===== src/rtl/ex_stage_mdu.sv =====
// Execute stage with RV32M support: operand forwarding, a single-cycle ALU
// and a shared iterative multiply/divide engine. ALU and MD results share
// one registered EX/MEM output guarded by a valid/ready handshake.
module ex_stage_mdu #(
    parameter int WORD_SIZE = 32,
    parameter int ADDR_SIZE = 10
) (
    input  logic                 clk,
    input  logic                 rst_n,
    input  logic                 flush,
    input  logic                 in_valid,
    output logic                 in_ready,
    input  logic [ADDR_SIZE-1:0] pc,
    input  logic [WORD_SIZE-1:0] data1,
    input  logic [WORD_SIZE-1:0] data2,
    input  logic [WORD_SIZE-1:0] mem_forward1,
    input  logic [WORD_SIZE-1:0] mem_forward2,
    input  logic [WORD_SIZE-1:0] wb_forward1,
    input  logic [WORD_SIZE-1:0] wb_forward2,
    input  logic [1:0]           sel_forward1,
    input  logic [1:0]           sel_forward2,
    input  logic [WORD_SIZE-1:0] immd,
    input  logic [3:0]           alu_op,
    input  logic                 alu_src,
    input  logic                 md_en,
    input  logic [2:0]           md_op,
    input  logic                 branch,
    input  logic                 jump,
    output logic                 out_valid,
    input  logic                 out_ready,
    output logic [WORD_SIZE-1:0] result,
    output logic [WORD_SIZE-1:0] write_data,
    output logic                 zero,
    output logic [ADDR_SIZE-1:0] branch_target,
    output logic                 busy
);

    // ALU operation encodings
    localparam logic [3:0] ALU_OP_ADD  = 4'd0;
    localparam logic [3:0] ALU_OP_SUB  = 4'd1;
    localparam logic [3:0] ALU_OP_AND  = 4'd2;
    localparam logic [3:0] ALU_OP_OR   = 4'd3;
    localparam logic [3:0] ALU_OP_XOR  = 4'd4;
    localparam logic [3:0] ALU_OP_SLL  = 4'd5;
    localparam logic [3:0] ALU_OP_SRL  = 4'd6;
    localparam logic [3:0] ALU_OP_SRA  = 4'd7;
    localparam logic [3:0] ALU_OP_SLT  = 4'd8;
    localparam logic [3:0] ALU_OP_SLTU = 4'd9;
    localparam logic [3:0] ALU_OP_PASSB = 4'd10;

    // RV32M funct3 encodings
    localparam logic [2:0] MD_MUL    = 3'd0;
    localparam logic [2:0] MD_MULH   = 3'd1;
    localparam logic [2:0] MD_MULHSU = 3'd2;
    localparam logic [2:0] MD_MULHU  = 3'd3;
    localparam logic [2:0] MD_DIV    = 3'd4;
    localparam logic [2:0] MD_DIVU   = 3'd5;
    localparam logic [2:0] MD_REM    = 3'd6;
    localparam logic [2:0] MD_REMU   = 3'd7;

    localparam int CNT_W = $clog2(WORD_SIZE);
    localparam logic [CNT_W-1:0] CNT_LAST = CNT_W'(WORD_SIZE - 1);
    localparam logic [WORD_SIZE-1:0] ZERO_W = {WORD_SIZE{1'b0}};
    localparam logic [WORD_SIZE-1:0] ONES_W = {WORD_SIZE{1'b1}};

    typedef enum logic [1:0] {
        ST_IDLE = 2'd0,
        ST_BUSY = 2'd1,
        ST_DONE = 2'd2
    } state_e;

    state_e state_r, state_n_s;
    logic [CNT_W-1:0] cnt_r;

    logic in_ready_s, busy_s, accept_s;
    logic [WORD_SIZE-1:0] a_s, fwd2_s, b_s;
    logic [WORD_SIZE-1:0] alu_res_s;
    logic alu_zero_s;
    logic [ADDR_SIZE-1:0] tgt_s;

    // MD engine state
    logic [2:0]           md_op_r;
    logic [WORD_SIZE-1:0] opnd_r, hi_r, lo_r, a_r;
    logic                 qneg_r, rneg_r, div0_r;

    logic md_sa_s, md_sb_s, a_neg_s, b_neg_s;
    logic [WORD_SIZE-1:0] a_mag_s, b_mag_s;
    logic [WORD_SIZE-1:0] mul_add_s, hi_n_s, lo_n_s;
    logic [WORD_SIZE:0]   mul_sum_s, div_sh_s, div_diff_s;
    logic [2*WORD_SIZE-1:0] prod_s, prod_fix_s;
    logic [WORD_SIZE-1:0] quo_s, rem_s, md_res_s;
    logic md_zero_s;

    // Output registers
    logic                 out_valid_r, zero_r;
    logic [WORD_SIZE-1:0] result_r, write_data_r;
    logic [ADDR_SIZE-1:0] branch_target_r;

    assign accept_s = in_valid && in_ready_s && !flush;

    // Forwarding muxes and ALU B-operand select
    always_comb begin
        a_s    = data1;
        fwd2_s = data2;
        case (sel_forward1)
            2'd1:    a_s = mem_forward1;
            2'd2:    a_s = wb_forward1;
            default: a_s = data1;
        endcase
        case (sel_forward2)
            2'd1:    fwd2_s = mem_forward2;
            2'd2:    fwd2_s = wb_forward2;
            default: fwd2_s = data2;
        endcase
        if (alu_src) begin
            b_s = immd;
        end else begin
            b_s = fwd2_s;
        end
    end

    // Single-cycle ALU and its branch-condition flag
    always_comb begin
        alu_res_s = ZERO_W;
        case (alu_op)
            ALU_OP_ADD:   alu_res_s = a_s + b_s;
            ALU_OP_SUB:   alu_res_s = a_s - b_s;
            ALU_OP_AND:   alu_res_s = a_s & b_s;
            ALU_OP_OR:    alu_res_s = a_s | b_s;
            ALU_OP_XOR:   alu_res_s = a_s ^ b_s;
            ALU_OP_SLL:   alu_res_s = a_s << b_s[CNT_W-1:0];
            ALU_OP_SRL:   alu_res_s = a_s >> b_s[CNT_W-1:0];
            ALU_OP_SRA:   alu_res_s = $unsigned($signed(a_s) >>> b_s[CNT_W-1:0]);
            ALU_OP_SLT:   alu_res_s = {{(WORD_SIZE-1){1'b0}}, ($signed(a_s) < $signed(b_s))};
            ALU_OP_SLTU:  alu_res_s = {{(WORD_SIZE-1){1'b0}}, (a_s < b_s)};
            ALU_OP_PASSB: alu_res_s = b_s;
            default:      alu_res_s = ZERO_W;
        endcase
        if ((alu_op == ALU_OP_SLT) || (alu_op == ALU_OP_SLTU)) begin
            alu_zero_s = alu_res_s[0];
        end else begin
            alu_zero_s = (alu_res_s == ZERO_W);
        end
    end

    // Branch/jump target, wrapping within the pc width
    always_comb begin
        if (branch || jump) begin
            tgt_s = pc + {immd[ADDR_SIZE-3:0], 2'b00};
        end else begin
            tgt_s = pc;
        end
    end

    // MD operand signedness and magnitudes at issue
    always_comb begin
        md_sa_s = (md_op == MD_MULH) || (md_op == MD_MULHSU) ||
                  (md_op == MD_DIV)  || (md_op == MD_REM);
        md_sb_s = (md_op == MD_MULH) || (md_op == MD_DIV) || (md_op == MD_REM);
        a_neg_s = md_sa_s && a_s[WORD_SIZE-1];
        b_neg_s = md_sb_s && b_s[WORD_SIZE-1];
        if (a_neg_s) begin
            a_mag_s = ZERO_W - a_s;
        end else begin
            a_mag_s = a_s;
        end
        if (b_neg_s) begin
            b_mag_s = ZERO_W - b_s;
        end else begin
            b_mag_s = b_s;
        end
    end

    // One shift-add (multiply) or restoring-subtract (divide) step
    always_comb begin
        if (lo_r[0]) begin
            mul_add_s = opnd_r;
        end else begin
            mul_add_s = ZERO_W;
        end
        mul_sum_s  = {1'b0, hi_r} + {1'b0, mul_add_s};
        div_sh_s   = {hi_r, lo_r[WORD_SIZE-1]};
        div_diff_s = div_sh_s - {1'b0, opnd_r};
        if (md_op_r[2]) begin
            if (!div_diff_s[WORD_SIZE]) begin
                hi_n_s = div_diff_s[WORD_SIZE-1:0];
                lo_n_s = {lo_r[WORD_SIZE-2:0], 1'b1};
            end else begin
                hi_n_s = div_sh_s[WORD_SIZE-1:0];
                lo_n_s = {lo_r[WORD_SIZE-2:0], 1'b0};
            end
        end else begin
            hi_n_s = mul_sum_s[WORD_SIZE:1];
            lo_n_s = {mul_sum_s[0], lo_r[WORD_SIZE-1:1]};
        end
    end

    // Sign fix-up and special cases of the finished MD result
    always_comb begin
        prod_s = {hi_r, lo_r};
        if (qneg_r) begin
            prod_fix_s = {(2*WORD_SIZE){1'b0}} - prod_s;
        end else begin
            prod_fix_s = prod_s;
        end
        if (div0_r) begin
            quo_s = ONES_W;
            rem_s = a_r;
        end else begin
            quo_s = qneg_r ? (ZERO_W - lo_r) : lo_r;
            rem_s = rneg_r ? (ZERO_W - hi_r) : hi_r;
        end
        case (md_op_r)
            MD_MUL:                         md_res_s = prod_fix_s[WORD_SIZE-1:0];
            MD_MULH, MD_MULHSU, MD_MULHU:   md_res_s = prod_fix_s[2*WORD_SIZE-1:WORD_SIZE];
            MD_DIV, MD_DIVU:                md_res_s = quo_s;
            MD_REM, MD_REMU:                md_res_s = rem_s;
            default:                        md_res_s = ZERO_W;
        endcase
        md_zero_s = (md_res_s == ZERO_W);
    end

    // MD engine registers: load on issue, iterate while busy
    always_ff @(posedge clk or negedge rst_n) begin
        if (!rst_n) begin
            md_op_r <= 3'd0;
            opnd_r  <= ZERO_W;
            hi_r    <= ZERO_W;
            lo_r    <= ZERO_W;
            a_r     <= ZERO_W;
            qneg_r  <= 1'b0;
            rneg_r  <= 1'b0;
            div0_r  <= 1'b0;
        end else if (accept_s && md_en) begin
            md_op_r <= md_op;
            a_r     <= a_s;
            qneg_r  <= a_neg_s ^ b_neg_s;
            rneg_r  <= a_neg_s;
            div0_r  <= (b_s == ZERO_W);
            hi_r    <= ZERO_W;
            if (md_op[2]) begin
                opnd_r <= b_mag_s;
                lo_r   <= a_mag_s;
            end else begin
                opnd_r <= a_mag_s;
                lo_r   <= b_mag_s;
            end
        end else if (state_r == ST_BUSY) begin
            hi_r <= hi_n_s;
            lo_r <= lo_n_s;
        end else begin
            hi_r <= hi_r;
            lo_r <= lo_r;
        end
    end

    // FSM state register
    always_ff @(posedge clk or negedge rst_n) begin
        if (!rst_n) begin
            state_r <= ST_IDLE;
        end else begin
            state_r <= state_n_s;
        end
    end

    // FSM next-state logic; flush overrides everything
    always_comb begin
        state_n_s = state_r;
        if (flush) begin
            state_n_s = ST_IDLE;
        end else begin
            case (state_r)
                ST_IDLE: state_n_s = (accept_s && md_en) ? ST_BUSY : ST_IDLE;
                ST_BUSY: state_n_s = (cnt_r == CNT_LAST) ? ST_DONE : ST_BUSY;
                ST_DONE: state_n_s = ST_IDLE;
                default: state_n_s = ST_IDLE;
            endcase
        end
    end

    // FSM outputs: issue readiness and engine activity
    always_comb begin
        in_ready_s = (state_r == ST_IDLE) && (!out_valid_r || out_ready);
        busy_s     = (state_r == ST_BUSY);
    end

    // Iteration counter, cleared whenever the engine is idle
    always_ff @(posedge clk or negedge rst_n) begin
        if (!rst_n) begin
            cnt_r <= {CNT_W{1'b0}};
        end else if (state_r == ST_BUSY) begin
            cnt_r <= cnt_r + CNT_W'(1);
        end else begin
            cnt_r <= {CNT_W{1'b0}};
        end
    end

    // EX/MEM output register with valid/ready hold
    always_ff @(posedge clk or negedge rst_n) begin
        if (!rst_n) begin
            out_valid_r     <= 1'b0;
            result_r        <= ZERO_W;
            zero_r          <= 1'b0;
            write_data_r    <= ZERO_W;
            branch_target_r <= {ADDR_SIZE{1'b0}};
        end else if (flush) begin
            out_valid_r <= 1'b0;
        end else if (accept_s) begin
            write_data_r    <= fwd2_s;
            branch_target_r <= tgt_s;
            if (md_en) begin
                out_valid_r <= 1'b0;
            end else begin
                out_valid_r <= 1'b1;
                result_r    <= alu_res_s;
                zero_r      <= alu_zero_s;
            end
        end else if (state_r == ST_DONE) begin
            out_valid_r <= 1'b1;
            result_r    <= md_res_s;
            zero_r      <= md_zero_s;
        end else if (out_ready) begin
            out_valid_r <= 1'b0;
        end else begin
            out_valid_r <= out_valid_r;
        end
    end

    assign in_ready      = in_ready_s;
    assign busy          = busy_s;
    assign out_valid     = out_valid_r;
    assign result        = result_r;
    assign zero          = zero_r;
    assign write_data    = write_data_r;
    assign branch_target = branch_target_r;

endmodule


===== config.mk =====
export PLATFORM = sky130hd
export DESIGN_NAME = ex_stage_mdu
export DESIGN_NICKNAME = d
export VERILOG_FILES = /design/src/rtl/ex_stage_mdu.sv
export SDC_FILE = /design/constraint.sdc
export NUM_CORES = 2
export LEC_CHECK = 0
export ABC_AREA = 1
export BUFFER_PORTS_ARGS = -buffer_cell sky130_fd_sc_hd__buf_2
export CAP_MARGIN = 10
export CORE_MARGIN = 2
export CORE_UTILIZATION = 25
export CTS_BUF_LIST = sky130_fd_sc_hd__clkbuf_8
export DETAILED_ROUTE_END_ITERATION = 8
export PLACE_DENSITY = 0.42
export SYNTH_ARGS = -nofsm -noshare
export SYNTH_HDL_FRONTEND = slang
export SYNTH_SLANG_ARGS = --single-unit
export TNS_END_PERCENT = 30

===== constraint.sdc =====
create_clock -name clk -period 4 [get_ports clk]
set_input_delay 0.4 -clock clk [delete_from_list [all_inputs] [get_ports clk]]
set_output_delay 0.4 -clock clk [all_outputs]
set_load 0.05 [all_outputs]

== Yosys cells after proc, flatten, opt, wreduce, memory -nomap -nowiden ==
Index checks and enable logic that the tools add are counted.

* Magnitude comparators: 2
* Muxes and demuxes: 41
* Reductions and logical operators: 30
* Bitwise operators: 5
* Add/sub/neg operators: 11
* Shifts and indexed selects: 3
* Eq/ne operators: 29

{| class="wikitable"
|+ Operators by type and width
! kind !! number
|-
| $mux W32 || 20
|-
| $pmux W32 S11 || 1
|-
| $pmux W32 S2 || 2
|-
| $pmux W32 S4 || 1
|-
| $sub A1 B32 Y32 const A || 4
|-
| $logic_not A32 Y1 || 3
|-
| $lt A32 B32 Y1 || 2
|-
| $mux W64 || 1
|-
| $sub A1 B64 Y64 const A || 1
|-
| $add A32 B32 Y33 || 1
|-
| $sub A33 B32 Y33 || 1
|-
| $add A32 B32 Y32 || 1
|-
| $and A32 B32 Y32 || 1
|-
| $or A32 B32 Y32 || 1
|-
| $shl A32 B5 Y32 || 1
|-
| $shr A32 B5 Y32 || 1
|-
| $sshr A32 B5 Y32 || 1
|-
| $sub A32 B32 Y32 || 1
|-
| $xor A32 B32 Y32 || 1
|-
| $eq A3 B3 Y1 const B || 6
|-
| $eq A4 B3 Y1 const B || 4
|-
| $eq A4 B4 Y1 const B || 3
|-
| $mux W1 || 11
|-
| $add A10 B10 Y10 || 1
|-
| other kinds (27) || 51
|}

* Logic and storage cells: 136
* Bits of input ports: 254
* Output and inout port bits: 78
* Register bits: 217

== Longest topological paths before layout ==
* Word-level depth: 9
* Depth in mapped cells: 33
* Mapped depth without buffers: 31

== Worst setup path before layout ==
Ideal clock, no wire load.

* Path kind: input port to flip-flop
* Start: input sel_forward1[0]
* End: register zero_r (netlist: zero)
* Data required time: 3.927 ns
* Path slack: 0.160 ns
* Buffers on the path: 1
* Cell stages on the path: 29
* Library setup time: 0.073 ns
* Arrival time: 3.767 ns
* Cell sequence: inv_1 > ha_1 > inv_2 > buf_6 > o21ai_0 > inv_1 > ha_1 > fa_1 > inv_1 > nand3_1 > nand2_1 > nand3_1 > nand3_1 > nand2_1 > nand2_1 > nand2_1 > nand2_1 > nand2_1 > nand3_1 > nand2_1 > nor2_1 > nand2_1 > nor2_1 > nand2_1 > nor2_1 > nand4_1 > nor2_1 > nand3_1 > a21oi_2

* Longest elaborated chain between the ends: 8
* Elaborated cells between the ends (all ways): 18
* Classes of those cells: 2 x add/sub; 2 x order compare; 2 x eq/ne; 3 x shift; 5 x mux; 3 x bitwise; 1 x reduce/logical

{| class="wikitable"
|+ RTL lines
! item !! line !! source
|-
| start: declaration || 20 || <nowiki>input logic [1:0] sel_forward1,</nowiki>
|-
| $eq A2 B2 Y1 or $eq A2 B1 Y1 (tied branches) || 105 || <nowiki>case (sel_forward1)</nowiki>
|-
| $pmux W32 S2 * || 105 ||
|-
| $sub A32 B32 Y32 (tied with other cells) || 127 || <nowiki>ALU_OP_SUB: alu_res_s = a_s - b_s;</nowiki>
|-
| $pmux W32 S11 * || 125 || <nowiki>case (alu_op)</nowiki>
|-
| $logic_not A32 Y1 || 142 || <nowiki>alu_zero_s = (alu_res_s == ZERO_W);</nowiki>
|-
| $mux W1 * || 139 || <nowiki>if ((alu_op == ALU_OP_SLT) || (alu_op == ALU_OP_SLTU)) begin</nowiki>
|-
| $mux W1 * || 311 || <nowiki>if (md_en) begin</nowiki>
|-
| $mux W1 * || 308 || <nowiki>end else if (accept_s) begin</nowiki>
|-
| end signal: assignment || 316 || <nowiki>zero_r <= alu_zero_s;</nowiki>
|-
| end signal: assignment || 321 || <nowiki>zero_r <= md_zero_s;</nowiki>
|-
| end: declaration || 95 || <nowiki>logic out_valid_r, zero_r;</nowiki>
|}

Every way passes the cells marked *; elsewhere a longest branch is shown, timed or not. The select of a mux whose other input is x is not followed.
A chain may end at the register's enable or synchronous reset.

== Worst setup path in the final report ==
* Start: input sel_forward1[0]
* End: register zero_r (netlist: zero)

* Longest elaborated chain between the ends: 8
* Elaborated cells between the ends (all ways): 18
* Classes of those cells: 2 x add/sub; 2 x order compare; 2 x eq/ne; 3 x shift; 5 x mux; 3 x bitwise; 1 x reduce/logical

{| class="wikitable"
|+ RTL lines
! item !! line !! source
|-
| $eq A2 B2 Y1 or $eq A2 B1 Y1 (tied branches) || 105 ||
|-
| $pmux W32 S2 * || 105 ||
|-
| named net a_s[14] || 76 || <nowiki>logic [WORD_SIZE-1:0] a_s, fwd2_s, b_s;</nowiki>
|-
| $sub A32 B32 Y32 (tied with other cells) || 127 ||
|-
| $pmux W32 S11 * || 125 ||
|-
| $logic_not A32 Y1 || 142 ||
|-
| $mux W1 * || 139 ||
|-
| $mux W1 * || 311 ||
|-
| $mux W1 * || 308 ||
|}

Mark *: on every way through the listed nets, which the timed path passes. The rest lies on a longest branch. The select of a mux whose other input is x is not followed.

==> summary.md <==
| Metric | Value |
|---|---|
| Sequential fraction of the synthesis area | 17.5% |
| Crit end category | flop |
| Num rows | 129 |
| Post-route core utilization | 33.7% |
| Most frequent cells in the layout | nand2_1, buf_4, nand3_1, nor2_1, inv_1 |
| Crit share post-route | 96.7% |
| Syn nets | 5767 |
| I/O pins | 332 |
| Synthesized cell area | 31000 sq um |
| Worst setup SP type | input pin |
| DP HPWL | 175000 microns |
| Peak supply drop | 0.407 mV |
| Nets | 6746 |
| Post-synth ARST share | 100% |
| Min cycle time layout | 3870 ps |
| Root Driver | clkbuf_8 |
| Grt ovf | 0 |
| Placeable Area | 123000 sq um |
| Die area | 127000 sq um |
| Crit path kind | in -> reg |
| RSZ-0062 raised after global routing | yes |
| Share of layout cells above drive strength 1 | 23.0% |
| Setup TNS | 0 ps |
| Max FO, Critical Path | 13 |
| Input/output buffers | 331 |
| Largest net degree at the start of global routing | 118 |
| Worst Path Arrival | 4510 ps |
| LEAKAGE | 21.0 nW |
| Run status | finished clean |
| Syn-to-layout area delta | 34.2% |
| Setup Buffers After CTS | 0 |
| YS warnings | 0 |
| Total Power | 24.1 mW |
| Fin. Hold Viols | 0 |
| CP startpoint | sel_forward1[0] |
| Clk_lat worst skew | 760 ps |
| Worst r2r src | hi_r[9]$_DFFE_PN0P_ |
| Width of the die | 356 microns |
| Worst R2R End | zero$_DFFE_PN0P_ |
| Total number of vias | 42195 |
| Worst Skew | 104 ps |
| HP Class | in -> reg |
| Number of enable flip-flop cells after synthesis | 0 |
| Worst reg2reg setup slack | 180 ps |
| Global-route wire length before repair | 298000 microns |
| Gate Count Post-Synth | 5324 |
| Power per Cell Area | 581 nW/um^2 |
| Worst-Margin Slew | 1110 ps |
| Clk sinks | 217 |
| CP Capture Point | zero$_DFFE_PN0P_ |
| Commonest non-fill, non-tap cell in the layout | nand2_1 |
| Gr usage total | 32.5% |
| Initial antenna violation count | 28 |
| Initial Util | 25.1% |
| Drt pass-1 iters | 6 |
| Drt drc | 0 |
| CTS buffer count | 48 |
| H-tree levels | 2 |
| Hold Path Stages | 3 |
| Post-DR vias/cell | 5.28 |
| WL/cell | 26.5 microns |
| Reg2Reg Depth | 19 |
| Yosys reg bits | 217 |
| Placed inst area | 40200 sq um |
| GPL Wtd Cong | 1.03 |
| Worst-path clk slew | 60 ps |
| Number of global-route vias before repair | 40680 |
| CP required | 4640 ps |
| Rel. slew slack | 26.2% |
| Synth unique cells | 68 |
| CTS Buffer Depth | 3 |
| Iter 0 DRT Violations | 4505 |
| Fin area | 41600 sq um |
| Syn_area_per_cell | 5.82 sq um |
| Number of max-slew violations in the final report | 0 |
| Max Cap Viol | 0 |
| Die Ht | 356 microns |
| Top_reg_cell synth | dfrtp_1 |
| Final setup vio count | 0 |
| Antenna-violating nets left | 0 |
| DRT Wirelength | 212000 microns |
| CTS tree | done |
| Peak Freq | 0.259 GHz |
## sequential cells by signal, summed over array words and instances (netlist names), 5 cells and up
register	cells
a_r	32
hi_r	32
lo_r	32
opnd_r	32
result	32
write_data	32
branch_target	10
cnt_r	5
## synth_stat cells (8+ instances only)
cell type / n / share of area [%]
a211oi_1: 13 / 0.32
a21o_1: 11 / 0.27
a21oi_1: 356 / 5.8
a221oi_1: 15 / 0.42
a22oi_1: 23 / 0.56
a31oi_1: 33 / 0.67
buf_1: 25 / 0.30
buf_2: 57 / 0.92
buf_4: 8 / 0.19
clkbuf_1: 149 / 1.8
clkinv_1: 10 / 0.12
dfrtp_1: 217 / 18
ha_1: 184 / 7.4
inv_1: 494 / 6.0
inv_2: 26 / 0.32
nand2_1: 1452 / 18
nand2_2: 18 / 0.36
nand3_1: 684 / 11
nand3_2: 15 / 0.48
nand3b_1: 13 / 0.32
nand4_1: 58 / 1.2
nor2_1: 549 / 6.7
nor2_2: 18 / 0.36
nor3_1: 54 / 0.87
nor4_1: 10 / 0.20
o211ai_1: 62 / 1.5
o21a_1: 12 / 0.29
o21ai_0: 351 / 5.7
o21ai_1: 39 / 0.63
o21ai_2: 25 / 0.71
o21ai_4: 11 / 0.58
o21bai_1: 9 / 0.22
o221ai_1: 40 / 1.1
o22ai_1: 35 / 0.71
or2_0: 9 / 0.18
or2_1: 13 / 0.26
or2_2: 31 / 0.63
xnor2_1: 15 / 0.42
xor2_1: 104 / 2.9
## report_power, final
group / leakage, nW / internal [mW] / switching [mW]
Combinational: 17.8 / 5.79 / 11.6
Sequential: 2.68 / 2.88 / 1.12
Clock: 0.558 / 1.42 / 1.30
## how the worst min path moves through the flow
stage | end | start | slack [ps]
2_1_floorplan | a_r[0]$_DFFE_PN0P_ | rst_n | 100
3_3_place_gp | write_data[12]$_DFFE_PN0P_ | rst_n | 290
3_5_place_dp | write_data[12]$_DFFE_PN0P_ | rst_n | 290
4_1_cts | write_data[2]$_DFFE_PN0P_ | wb_forward2[2] | 30
5_1_grt | opnd_r[2]$_DFFE_PN0P_ | md_en | 120
6_report | branch_target[3]$_DFFE_PN0P_ | pc[3] | 80
## cell type report
cell class / instances / area (sq um)
Antenna cell: 18 / 45.0
Clock buffer: 57 / 785
Clock inverter: 28 / 191
Fill cell: 14094 / 81800
Inverter: 531 / 2000
Multi-Input combinational cell: 4329 / 22700
Sequential cell: 217 / 5430
Tap cell: 1637 / 2050
Timing Repair Buffer: 1176 / 8340
## metrics by stage
step / hold WS, ps / std cells / setup WS [ps]
2_1_floorplan: 104 / 5324 / 160
3_3_place_gp: 285 / 7876 / -968
3_5_place_dp: 287 / 7876 / -884
4_1_cts: 26.4 / 7974 / 42.2
5_1_grt: 117 / 7983 / -65.0
6_report: 80.8 / 7993 / 134
## cell families (layout without fill, tap and decap cells)
group           Yosys count  in the layout  synth area share [%]
compound gates         1082           1082                  20.8
simple gates           2939           2939                  40.6
other cells               0             18                     0
xor+xnor                119            119                  3.37
fa+ha+maj               189            189                  7.76
buf+inv                 778           1792                  9.94
flops                   217            217                  17.5
## worst max-delay path, stage by stage
cell	delay, ps
buf_2	110
inv_1	50
ha_1	300
clkinv_2	140
buf_12	200
buf_4	140
or2_1	220
o21ai_2	170
inv_2	90
ha_1	240
a21oi_1	300
o21ai_0	250
buf_4	200
a21oi_1	200
nand4_1	120
nand3_1	90
nand2_1	70
nand3b_1	270
nor2_2	260
nand2_1	90
nor2_2	100
nand4_1	100
nor2_1	90
nand3_1	100
a21oi_2	170
## routing by layer
layer / global-route usage [%] / vias to the layer above / share of wire, %
met5: 0 / - / 0.056
met4: 15.2 / 16 / 5.2
met3: 5.31 / 382 / 6.8
met2: 54.0 / 1799 / 47
met1: 40.8 / 20171 / 41
li1: - / 19827 / -
## repair_timing
action | CTS | global route
pin swaps | 0 | 4
hold buffers | 13 | 0
gates cloned | 0 | 1
gates resized for setup | 3 | 62
endpoints found under the setup margin | 3 | 18
hold endpoints to repair | 70 | 0
No activity file was read; power rests on OpenSTA's default activity.
